`src/rtl/pwm_pkg.sv`:
```
// Shared definitions for the PWM bank: channel state encoding,
// per-channel register offsets and CTRL bit positions.
package pwm_pkg;

    typedef enum logic [1:0] {
        IDLE = 2'd0,
        RUN  = 2'd1,
        HOLD = 2'd2
    } pwm_state_e;

    // Register offsets from a channel's base register.
    localparam int CTRL_OFS    = 0;
    localparam int PSC_OFS     = 1;
    localparam int PER_OFS     = 2;
    localparam int DUTY_OFS    = 3;
    localparam int REGS_PER_CH = 4;

    // CTRL register bit positions (bits 7:3 are ignored).
    localparam int EN_BIT      = 0;
    localparam int POL_BIT     = 1;
    localparam int ONESHOT_BIT = 2;

endpackage

```
`src/rtl/pwm_channel.sv`:
```
// One PWM channel: IDLE/RUN/HOLD FSM, prescaler and period counters,
// and shadow copies of PRESCALE/PERIOD/DUTY/POL that only change at a
// period boundary so a mid-period register write never glitches the output.
module pwm_channel
    import pwm_pkg::*;
(
    input  logic       clk100,
    input  logic       reset_n,
    input  logic       en_i,
    input  logic       pol_i,
    input  logic       oneshot_i,
    input  logic [7:0] prescale_i,
    input  logic [7:0] period_i,
    input  logic [7:0] duty_i,
    output logic       pwm_o,
    output logic       period_tick_o,
    output logic       done_o,
    output pwm_state_e state_o
);

    pwm_state_e state_q, state_d;
    logic [7:0] psc_q, psc_d;
    logic [7:0] cnt_q, cnt_d;
    logic [7:0] psc_sh_q, psc_sh_d;
    logic [7:0] per_sh_q, per_sh_d;
    logic [7:0] duty_sh_q, duty_sh_d;
    logic       pol_sh_q, pol_sh_d;
    logic       pwm_q, pwm_d;
    logic       tick_q, tick_d;
    logic       done_q, done_d;

    logic       psc_tick;
    logic       wrap;

    assign psc_tick = (psc_q == psc_sh_q);
    assign wrap     = psc_tick && (cnt_q == per_sh_q);

    // Next-state, counter, shadow and output decode for the channel FSM.
    always_comb begin
        state_d   = state_q;
        psc_d     = psc_q;
        cnt_d     = cnt_q;
        psc_sh_d  = psc_sh_q;
        per_sh_d  = per_sh_q;
        duty_sh_d = duty_sh_q;
        pol_sh_d  = pol_sh_q;
        pwm_d     = pol_i;
        tick_d    = 1'b0;
        done_d    = 1'b0;

        case (state_q)
            IDLE: begin
                psc_d = 8'd0;
                cnt_d = 8'd0;
                if (en_i) begin
                    psc_sh_d  = prescale_i;
                    per_sh_d  = period_i;
                    duty_sh_d = duty_i;
                    pol_sh_d  = pol_i;
                    state_d   = RUN;
                end
            end
            RUN: begin
                if (!en_i) begin
                    // Disable wins over everything, including a wrap this cycle.
                    psc_d   = 8'd0;
                    cnt_d   = 8'd0;
                    state_d = IDLE;
                end else begin
                    pwm_d = (cnt_q < duty_sh_q) ^ pol_sh_q;
                    psc_d = psc_tick ? 8'd0 : psc_q + 8'd1;
                    if (psc_tick) begin
                        cnt_d = wrap ? 8'd0 : cnt_q + 8'd1;
                    end
                    if (wrap) begin
                        tick_d    = 1'b1;
                        psc_sh_d  = prescale_i;
                        per_sh_d  = period_i;
                        duty_sh_d = duty_i;
                        pol_sh_d  = pol_i;
                        if (oneshot_i) begin
                            done_d  = 1'b1;
                            state_d = HOLD;
                        end
                    end
                end
            end
            HOLD: begin
                psc_d = 8'd0;
                cnt_d = 8'd0;
                if (en_i) begin
                    done_d = 1'b1;
                end else begin
                    state_d = IDLE;
                end
            end
            default: begin
                psc_d   = 8'd0;
                cnt_d   = 8'd0;
                state_d = IDLE;
            end
        endcase
    end

    // State register; synchronous active-low reset clears everything.
    always_ff @(posedge clk100) begin
        if (!reset_n) begin
            state_q   <= IDLE;
            psc_q     <= 8'd0;
            cnt_q     <= 8'd0;
            psc_sh_q  <= 8'd0;
            per_sh_q  <= 8'd0;
            duty_sh_q <= 8'd0;
            pol_sh_q  <= 1'b0;
            pwm_q     <= 1'b0;
            tick_q    <= 1'b0;
            done_q    <= 1'b0;
        end else begin
            state_q   <= state_d;
            psc_q     <= psc_d;
            cnt_q     <= cnt_d;
            psc_sh_q  <= psc_sh_d;
            per_sh_q  <= per_sh_d;
            duty_sh_q <= duty_sh_d;
            pol_sh_q  <= pol_sh_d;
            pwm_q     <= pwm_d;
            tick_q    <= tick_d;
            done_q    <= done_d;
        end
    end

    assign pwm_o         = pwm_q;
    assign period_tick_o = tick_q;
    assign done_o        = done_q;
    assign state_o       = state_q;

endmodule

```
`src/rtl/pwm_bank.sv`:
```
// Bank of NCH independent PWM channels driven from the I2C register file.
// The register bus is registered once here; every channel reads that copy.
// chan_state_o exposes each channel's FSM state (2 bits per channel).
module pwm_bank
    import pwm_pkg::*;
#(
    parameter int REGCOUNT = 20,
    parameter int NCH      = 2,
    parameter int REG_BASE = 8
) (
    input  logic                  clk100,
    input  logic                  reset_n,
    input  logic [8*REGCOUNT-1:0] registers_packed,
    output logic [NCH-1:0]        pwm,
    output logic [NCH-1:0]        period_tick,
    output logic [NCH-1:0]        done,
    output logic [2*NCH-1:0]      chan_state_o
);

    if (REG_BASE + REGS_PER_CH * NCH > REGCOUNT) begin : g_bad_map
        $error("pwm_bank: channel register map runs past REGCOUNT");
    end

    logic [8*REGCOUNT-1:0] regs_q;
    logic                  regs_unused;

    // Only some registers/bits are consumed; fold the whole copy so none dangle.
    assign regs_unused = ^regs_q;

    // Capture the register file every cycle.
    always_ff @(posedge clk100) begin
        if (!reset_n) begin
            regs_q <= '0;
        end else begin
            regs_q <= registers_packed;
        end
    end

    for (genvar n = 0; n < NCH; n++) begin : g_ch
        localparam int CB = REG_BASE + REGS_PER_CH * n;
        pwm_state_e ch_state;

        pwm_channel u_ch (
            .clk100        (clk100),
            .reset_n       (reset_n),
            .en_i          (regs_q[8*(CB+CTRL_OFS)+EN_BIT]),
            .pol_i         (regs_q[8*(CB+CTRL_OFS)+POL_BIT]),
            .oneshot_i     (regs_q[8*(CB+CTRL_OFS)+ONESHOT_BIT]),
            .prescale_i    (regs_q[8*(CB+PSC_OFS) +: 8]),
            .period_i      (regs_q[8*(CB+PER_OFS) +: 8]),
            .duty_i        (regs_q[8*(CB+DUTY_OFS) +: 8]),
            .pwm_o         (pwm[n]),
            .period_tick_o (period_tick[n]),
            .done_o        (done[n]),
            .state_o       (ch_state)
        );

        assign chan_state_o[2*n +: 2] = ch_state;
    end

endmodule
```
`config.mk`:
```
export PLATFORM = sky130hd
export DESIGN_NAME = pwm_bank
export DESIGN_NICKNAME = d
export VERILOG_FILES = /design/src/rtl/pwm_pkg.sv /design/src/rtl/pwm_channel.sv /design/src/rtl/pwm_bank.sv
export SDC_FILE = /design/constraint.sdc
export NUM_CORES = 1
export LEC_CHECK = 0
export ABC_AREA = 1
export ABC_CLOCK_PERIOD_IN_PS = 1400
export CAP_MARGIN = 30
export CORE_UTILIZATION = 43
export DETAILED_ROUTE_END_ITERATION = 8
export PLACE_DENSITY = 0.76
export SLEW_MARGIN = 5
export SYNTH_ARGS = -nofsm -noshare
export SYNTH_HDL_FRONTEND = slang
export SYNTH_HIERARCHICAL = 1
export SYNTH_SLANG_ARGS = --single-unit
```
`constraint.sdc`:
```
create_clock -name clk100 -period 1.4 [get_ports clk100]
set_input_delay 0.42 -clock clk100 [delete_from_list [all_inputs] [get_ports clk100]]
set_output_delay 0.42 -clock clk100 [all_outputs]
set_load 0.02 [all_outputs]
```
# Word-level counts from Yosys, hierarchy flattened
# Index checks and enable logic that the tools add are counted.
# classes
n_addsub	4
reduce_logical	14
n_eq_ne	20
muxes	62
magnitude_cmp	2
n_bitwise	7
# op_table
operator	n
8-bit two-way mux	20
8-bit one-hot mux with 2 select lines	6
8-bit by 1-bit adder with 8-bit output, second input constant	4
8-bit equality test	4
1-bit two-way mux	20
2-bit two-way mux	10
8-bit less-than comparator	2
4-bit AND reduction	4
2-bit inequality test, second input constant	6
2-bit one-hot mux with 3 select lines	2
1-bit one-hot mux with 2 select lines	4
4-bit OR reduction	2
3-bit by 2-bit inequality test with 1-bit output, second input constant	2
3-bit inequality test, second input constant	2
3-bit AND reduction	2
1-bit NOT	5
2-bit by 1-bit equality test with 1-bit output, second input constant	2
2-bit equality test, second input constant	2
2-bit logical NOT	2
2-bit by 1-bit inequality test with 1-bit output, second input constant	2
2-bit nonzero test	2
1-bit logical AND	2
1-bit bitwise XOR	2
# word_totals
inputBits	162
regBits	220
out_inout_bits	10

# Logic depth before layout (Yosys ltp)
# logic_depth
ltp_word	5
mapped_depth	13
mapped_depth_nobuf	12

# Modules after synthesis
# Netlist, hierarchy kept.
# by_module_without_submodules
mod	n_inst	area_each_um2	cells_each
pwm_channel at g_ch[0].u_ch	1	2347.3	350
pwm_channel at g_ch[1].u_ch	1	2309.7	345
pwm_bank	1	1550.2	168

# Least setup slack after synthesis
# Ideal clock, no wire load.
# synth_path
path_kind	reg2reg
startpoint	reg g_ch[0].u_ch.psc_q[1]
endpoint	reg g_ch[0].u_ch.duty_sh_q[0]
synth_period_minus_slack_ns	1.519
arrival_ns	1.406
path_stages_with_launch	13
setup_time_ns	0.113
slack_ns	-0.119
path_cell_list	dfxtp_1 > inv_1 > nand2_1 > nand2_1 > nor2_1 > nand2_2 > nor2_8 > nand2_2 > nand2_2 > nand2_4 > buf_2 > o21ai_1 > nor2_1
# synth_between
elab_chain_len	4
# synth_lines
element	line_no	rtl
start: declaration	pwm_channel.sv:22	logic [7:0] psc_q, psc_d;
start signal: assignment	pwm_channel.sv:120	psc_q <= psc_d;
8-bit equality test	pwm_channel.sv:35	assign psc_tick = (psc_q == psc_sh_q);
1-bit logical AND	pwm_channel.sv:36	assign wrap = psc_tick && (cnt_q == per_sh_q);
2-bit by 1-bit inequality test with 1-bit output (no line)	n/a	
4-bit AND reduction (no line)	n/a	
end signal: assignment	pwm_channel.sv:124	duty_sh_q <= duty_sh_d;
end: declaration	pwm_channel.sv:26	logic [7:0] duty_sh_q, duty_sh_d;
# Every way passes these cells.
# A chain may end at the register's enable or synchronous reset.

# Final worst setup path
# layout_path
startpoint	reg g_ch[0].u_ch.psc_q[3]
endpoint	reg g_ch[0].u_ch.cnt_q[4]
# layout_between
elab_chain_len	3
# layout_lines
element	line_no	rtl
8-bit equality test (*)	pwm_channel.sv:35	
1-bit logical AND	pwm_channel.sv:36	
8-bit two-way mux	pwm_channel.sv:73	cnt_d = wrap ? 8'd0 : cnt_q + 8'd1;
end signal: assignment	pwm_channel.sv:121	cnt_q <= cnt_d;
end: declaration	pwm_channel.sv:23	logic [7:0] cnt_q, cnt_d;
# Mark *: on every way between the ends. The rest lies on a longest branch, timed or not.

==> results.md <==
* Status: complete, but fails checks
* Failing checks: setup timing
* Synthesized flop and latch total at 146
* Total number of vias at 5750
* DR WL/cell at 12.7 µm
* Vias in the first global route at 5430
* Avg Cell Area, Syn at 7.19 µm²
* Min-Delay Path Class: input pin to register
* Die area at 14900 µm²
* Hold_sp: reset_n
* Fin crit share at 119%
* P&R area growth vs syn at 52.1%
* Fin util at 67.5%
* R2R Setup Slk at -0.27 ns
* FF-to-FF End: g_ch[0].u_ch/cnt_q[4]$_SDFFE_PN0N_
* Compound-Gate Fraction of Synth Area at 7.52%
* Crit Reg-Reg Startpoint: g_ch[0].u_ch/psc_q[3]$_SDFF_PP0_
* Fin Clk Skew at 0.00866 ns
* Global Route Usage Sum at 20.3%
* Worst setup SP type: register
* P per Cell Area at 1200 nW/µm²
* Final Hold Fails at 0
* Placed cell areas at 7660 µm²
* Post-Synth Adder-Cell Area at 4.84%
* Die height at 122 µm
* Mapped Nets at 1049
* DP Wirelength at 8.69 mm
* Share of cells above drive strength 1 at 37.8%
* Worst Reg-to-Reg Cells at 13
* Grt ovf at 0
* # setup viols final at 82
* Overall Power at 11.3 mW
* RSZ-0062 raised after global routing: true
* Setup WS pre-CTS at -0.266 ns
* Slowest stage cell, crit path: dfxtp_2
* CP max FO at 7
* Setup CP Type: register to register
* Synth warn at 6
* Residual DRC at 0
* Core Rows at 43
* First-pass DRT Iterations at 5
* Core footprint at 14000 µm²
* Hold-critical path endpoint: g_ch[1].u_ch/state_o[0]$_SDFFE_PN0P_
* Main combinational cell family by area after synthesis: simple AND/OR/NAND/NOR gates
* CTS buffer count at 17
* Max_cap viols at 0
* Post-layout minimum cycle time at 1.67 ns
* Worst setup margin at -0.267 ns
* Seq/Total Area, Yosys at 47.1%
* Global-route wire length before repair at 23.6 mm
* Leak Pwr at 4.29 nW
* Pin count of the biggest net entering global routing at 50
* Layout Nets at 1221
* Most frequent cells in the layout: nand2_1, inv_1, nor2_1, dfxtp_1, buf_4
* Clk buf depth at 2
* Worst skew pair latency at 0.42 ns
* Critical Path Most Common Cell: nand2_1
* Required time of the critical path at 1.73 ns
* Routability cong. at 0.819
* Crit-path cells: inv_2, nand2_2, nand2_1, nor2_2, nand2_2, nor2_8, buf_8, clkinv_8, nor2_4, nand2_1, nand2_1, nand2_1, nor2_1
* Slew @ Worst Pin at 0.489 ns
* Synth Instances at 863
* CTS Sinks at 146
* Synth cell types at 29
* Crit path largest cell delay at 0.35 ns
* Mapped cell area at 6210 µm²
* Drt initial violations at 275
* Post-synthesis simple-gate area fraction at 27.6%
* Peak Freq at 600 MHz
* Design Area, Final at 9440 µm²
* Crit path arrival time at 2.00 ns
* Worst Setup End Kind: register
* Peak VDD IR at 0.892 mV
* Commonest non-fill, non-tap cell in the layout: nand2_1
* Io pins at 172
* DRT antenna net count at 0
* Rel. slew slack at 67.3%
* Post-CTS Hold Buffers at 0
* Initial antenna violation count at 0
* Root buffer cell: clkbuf_16
* Die X at 122 µm
* Port bufs at 65
* Synth Area in XOR/XNOR at 0.988%
* Inserted Diodes at 0
* Slew Limit Fails at 0
* Number of vias per cell at 4.69
* Post-synthesis mux area share at 0%
* Initial Util at 44.4%
* Hold Path Cell Cnt at 3
* # fillers at 1003
* H-tree depth at 4
* CTS tree: done
* WL final at 15.6 mm
* Worst-path clk slew at 0.06 ns
worst max-delay path by stage:
stage                                               start                                endpoint  slack (ns)  cells after the start
global route             g_ch[0].u_ch/psc_q[3]$_SDFF_PP0_      g_ch[0].u_ch/cnt_q[4]$_SDFFE_PN0N_       -0.36                     13
detailed placement  g_ch[0].u_ch/psc_sh_q[2]$_SDFFE_PN0P_      g_ch[0].u_ch/cnt_q[4]$_SDFFE_PN0N_       -0.27                     13
finish                   g_ch[0].u_ch/psc_q[3]$_SDFF_PP0_      g_ch[0].u_ch/cnt_q[4]$_SDFFE_PN0N_       -0.27                     13
global placement       g_ch[0].u_ch/cnt_q[1]$_SDFFE_PN0N_  g_ch[0].u_ch/duty_sh_q[4]$_SDFFE_PN0P_       -0.21                     12
CTS                      g_ch[1].u_ch/psc_q[3]$_SDFF_PP0_  g_ch[1].u_ch/duty_sh_q[0]$_SDFFE_PN0P_       -0.17                     12
floorplan                g_ch[0].u_ch/psc_q[2]$_SDFF_PP0_      g_ch[0].u_ch/pol_sh_q$_SDFFE_PN0P_       -0.05                     12
cells by family after synthesis:
group | Yosys count
buf+inv | 174
xor+xnor | 7
flops | 146
simple gates | 422
fa+ha+maj | 24
compound gates | 90
cell usage after synthesis (all sizes together):
library cell / count / share of area, %
dfxtp: 146 / 47
clkinv: 1 / 0.14
xor2: 7 / 0.99
nor2: 156 / 9.8
nor3b: 1 / 0.12
clkbuf: 6 / 0.36
a21oi: 25 / 2.0
ha: 24 / 4.8
a21boi: 2 / 0.24
nand3: 17 / 1.4
nor3: 15 / 1.2
inv: 153 / 9.3
a31oi: 1 / 0.10
nand2: 222 / 14
a211oi: 3 / 0.36
nand4: 8 / 0.81
buf: 14 / 2.2
o21ai: 58 / 4.7
nand3b: 3 / 0.36
o21a: 1 / 0.12
critical path: cells and delay by family (launching register included):
kind,cells,cell delay [ns]
buffers and inverters,3,0.29
DFF,1,0.35
and+or+nand+nor,10,0.93
per-layer routing:
metal  global-route usage [%]  up-vias  wire length, µm
met5                        0        -                0
met2                     37.3      106             8340
met3                     4.35       34              470
met4                     8.99        0              370
met1                     22.4     2644             6380
li1                         -     2966                -
report_power, final:
| group | switching [mW] | leakage (nW) | internal (mW) |
|---|---|---|---|
| logic | 1.15 | 2.78 | 1.03 |
| clock network | 1.75 | 0.282 | 2.79 |
| registers | 0.166 | 1.23 | 4.40 |
| total | 3.07 | 4.29 | 8.22 |
what timing repair did:
action	in CTS	in global routing
gates cloned	1	2
pin swaps	29	48
gates resized for setup	194	153
buffers inserted	14	12
endpoints found under the setup margin	101	94
sequential cells by signal, indices dropped and copies added (netlist names):
name and count:
g_ch.u_ch/cnt_q 16, g_ch.u_ch/done_o 2, g_ch.u_ch/duty_sh_q 16, g_ch.u_ch/per_sh_q 16
g_ch.u_ch/period_tick_o 2, g_ch.u_ch/pol_sh_q 2, g_ch.u_ch/psc_q 16, g_ch.u_ch/psc_sh_q 16
g_ch.u_ch/pwm_o 2, g_ch.u_ch/state_o 4, regs_q 54
per-stage QoR:
step           hold slack [ns]  cells  setup TNS (ns)
6_report                 0.423   1227          -13.15
4_1_cts                  0.362   1219           -7.95
3_3_place_gp             0.443   1174          -12.77
3_5_place_dp             0.450   1174          -16.06
2_1_floorplan            0.430    863           -1.71
5_1_grt                  0.447   1227          -20.28
layout make-up:
class	count	area (µm²)	share of cell area, %
clock buffer	18	429	4.54
inverter	154	629	6.66
timing repair buffer	173	1600	16.9
multi-input combinational	543	3370	35.7
tap	180	225	2.39
clock inverter	13	163	1.72
sequential	146	3020	32.0
No activity file was read; power rests on OpenSTA's default activity.
==> patch (same flow settings) <==
Change the package constant `EN_BIT` from 0 to 1.
--- a/src/rtl/pwm_pkg.sv
+++ b/src/rtl/pwm_pkg.sv
@@ -16,7 +16,7 @@
     localparam int REGS_PER_CH = 4;
 
     // CTRL register bit positions (bits 7:3 are ignored).
-    localparam int EN_BIT      = 0;
+    localparam int EN_BIT      = 1;
     localparam int POL_BIT     = 1;
     localparam int ONESHOT_BIT = 2;
 
Function: changed (Yosys sat finds a counterexample within 4 cycles, from zero or initial values and one cycle with reset_n low).
==> patch against the unedited design <==
The run still ends with setup timing left; worst setup slack got worse by 26 ps; die area decreased by 0.87%; hold slack improved by 44 ps; power decreased by 6.2%; area after synthesis decreased by 0.89%; sequential share of layout area increased by 0.82 points; fmax decreased by 1.5%; sequential cell count decreased by 2; non-clock buffer count decreased by 11; design area decreased by 3.9%; wire length decreased by 0.71%; sequential power decreased by 1%; critical path type unchanged.
==> patch: results <==
[status]
violations = "setup timing"
status = "finished with violations"

[clock_network]
cts_resized = 173
cts_setup_buffers = 5
clkSinkCount = 144

[routing]
vias_per_cell = 4.78
wl_met1_mm = 6.20
routed-wl-met2_mm = 8.20
met3_length_um = 567

[sta]
setup_ws_ps = -292
hold-worst-slack_ps = 467
finalSetupViolCount = 78
relSlewSlack = 0.724

[place]
gp_congestion = 0.840
dp_hpwl_mm = 8.64
place_area_um2 = 7540
dp_slack_ps = -281

[grt]
grt_util_all_layers = 0.204
grt_pass1_vias = 5458
grt.met2_usage = 0.364
use_met3 = 0.0590
grt_max_degree = 56
grt_pass1_wl_mm = 23.7
grt_use_met1 = 0.219

[pwr]
peakVddDrop_mv = 1.12
p_per_area_nw_per_um2 = 1170

[cells_and_area]
inv_count = 152
nonClkBufAreaFrac = 0.168
multi_input_cells = 541
seq_share = 0.328
largest_reg_flops = 52

[setup_path]
ff2ff_path_depth = 12
cp_max_fo = 11
r2r_start = "g_ch[1].u_ch/psc_q[3]"
endpoint = "g_ch[1].u_ch/per_sh_q[0]"

[worst_hold_path]
holdPathStages = 2
hold_path_class = "flop to flop"
holdCritStartpoint = "regs_q[110]"

[synth]
synth_fp_nets = 1043
-- patch: cell types whose count changed after synthesis, sizes merged --
cell / change
dfxtp: -2
inv: -2
nand2: -2
-- patch: worst max-delay path, cell delays in order, from the launching register on --
cell       delay [ps]
dfxtp_4           350
inv_2              40
nand2_1            70
nand2_1            60
nor2_2            110
nand2_2            70
nor2_4            220
nand2_4           100
nand2_4            80
nand2_8            90
clkbuf_16         190
o21ai_1           140
nor2_1             50
-- patch: power breakdown --
part	internal, mW	switching [mW]
Clock	2.25	1.75
Combinational	0.964	1.12
Sequential	4.34	0.162
-- patch: kinds of logic (layout without fill, tap and decap cells) --
family / Yosys count / in the layout / share of synthesized area
and+or+nand+nor: 420 / 420 / 0.277
xor gates and xnor gates: 7 / 7 / 0.00997
adders and majority gates: 24 / 24 / 0.0488
AOI/OAI and AO/OA: 90 / 90 / 0.0759
buffers and inverters: 172 / 346 / 0.120
DFF: 144 / 144 / 0.469
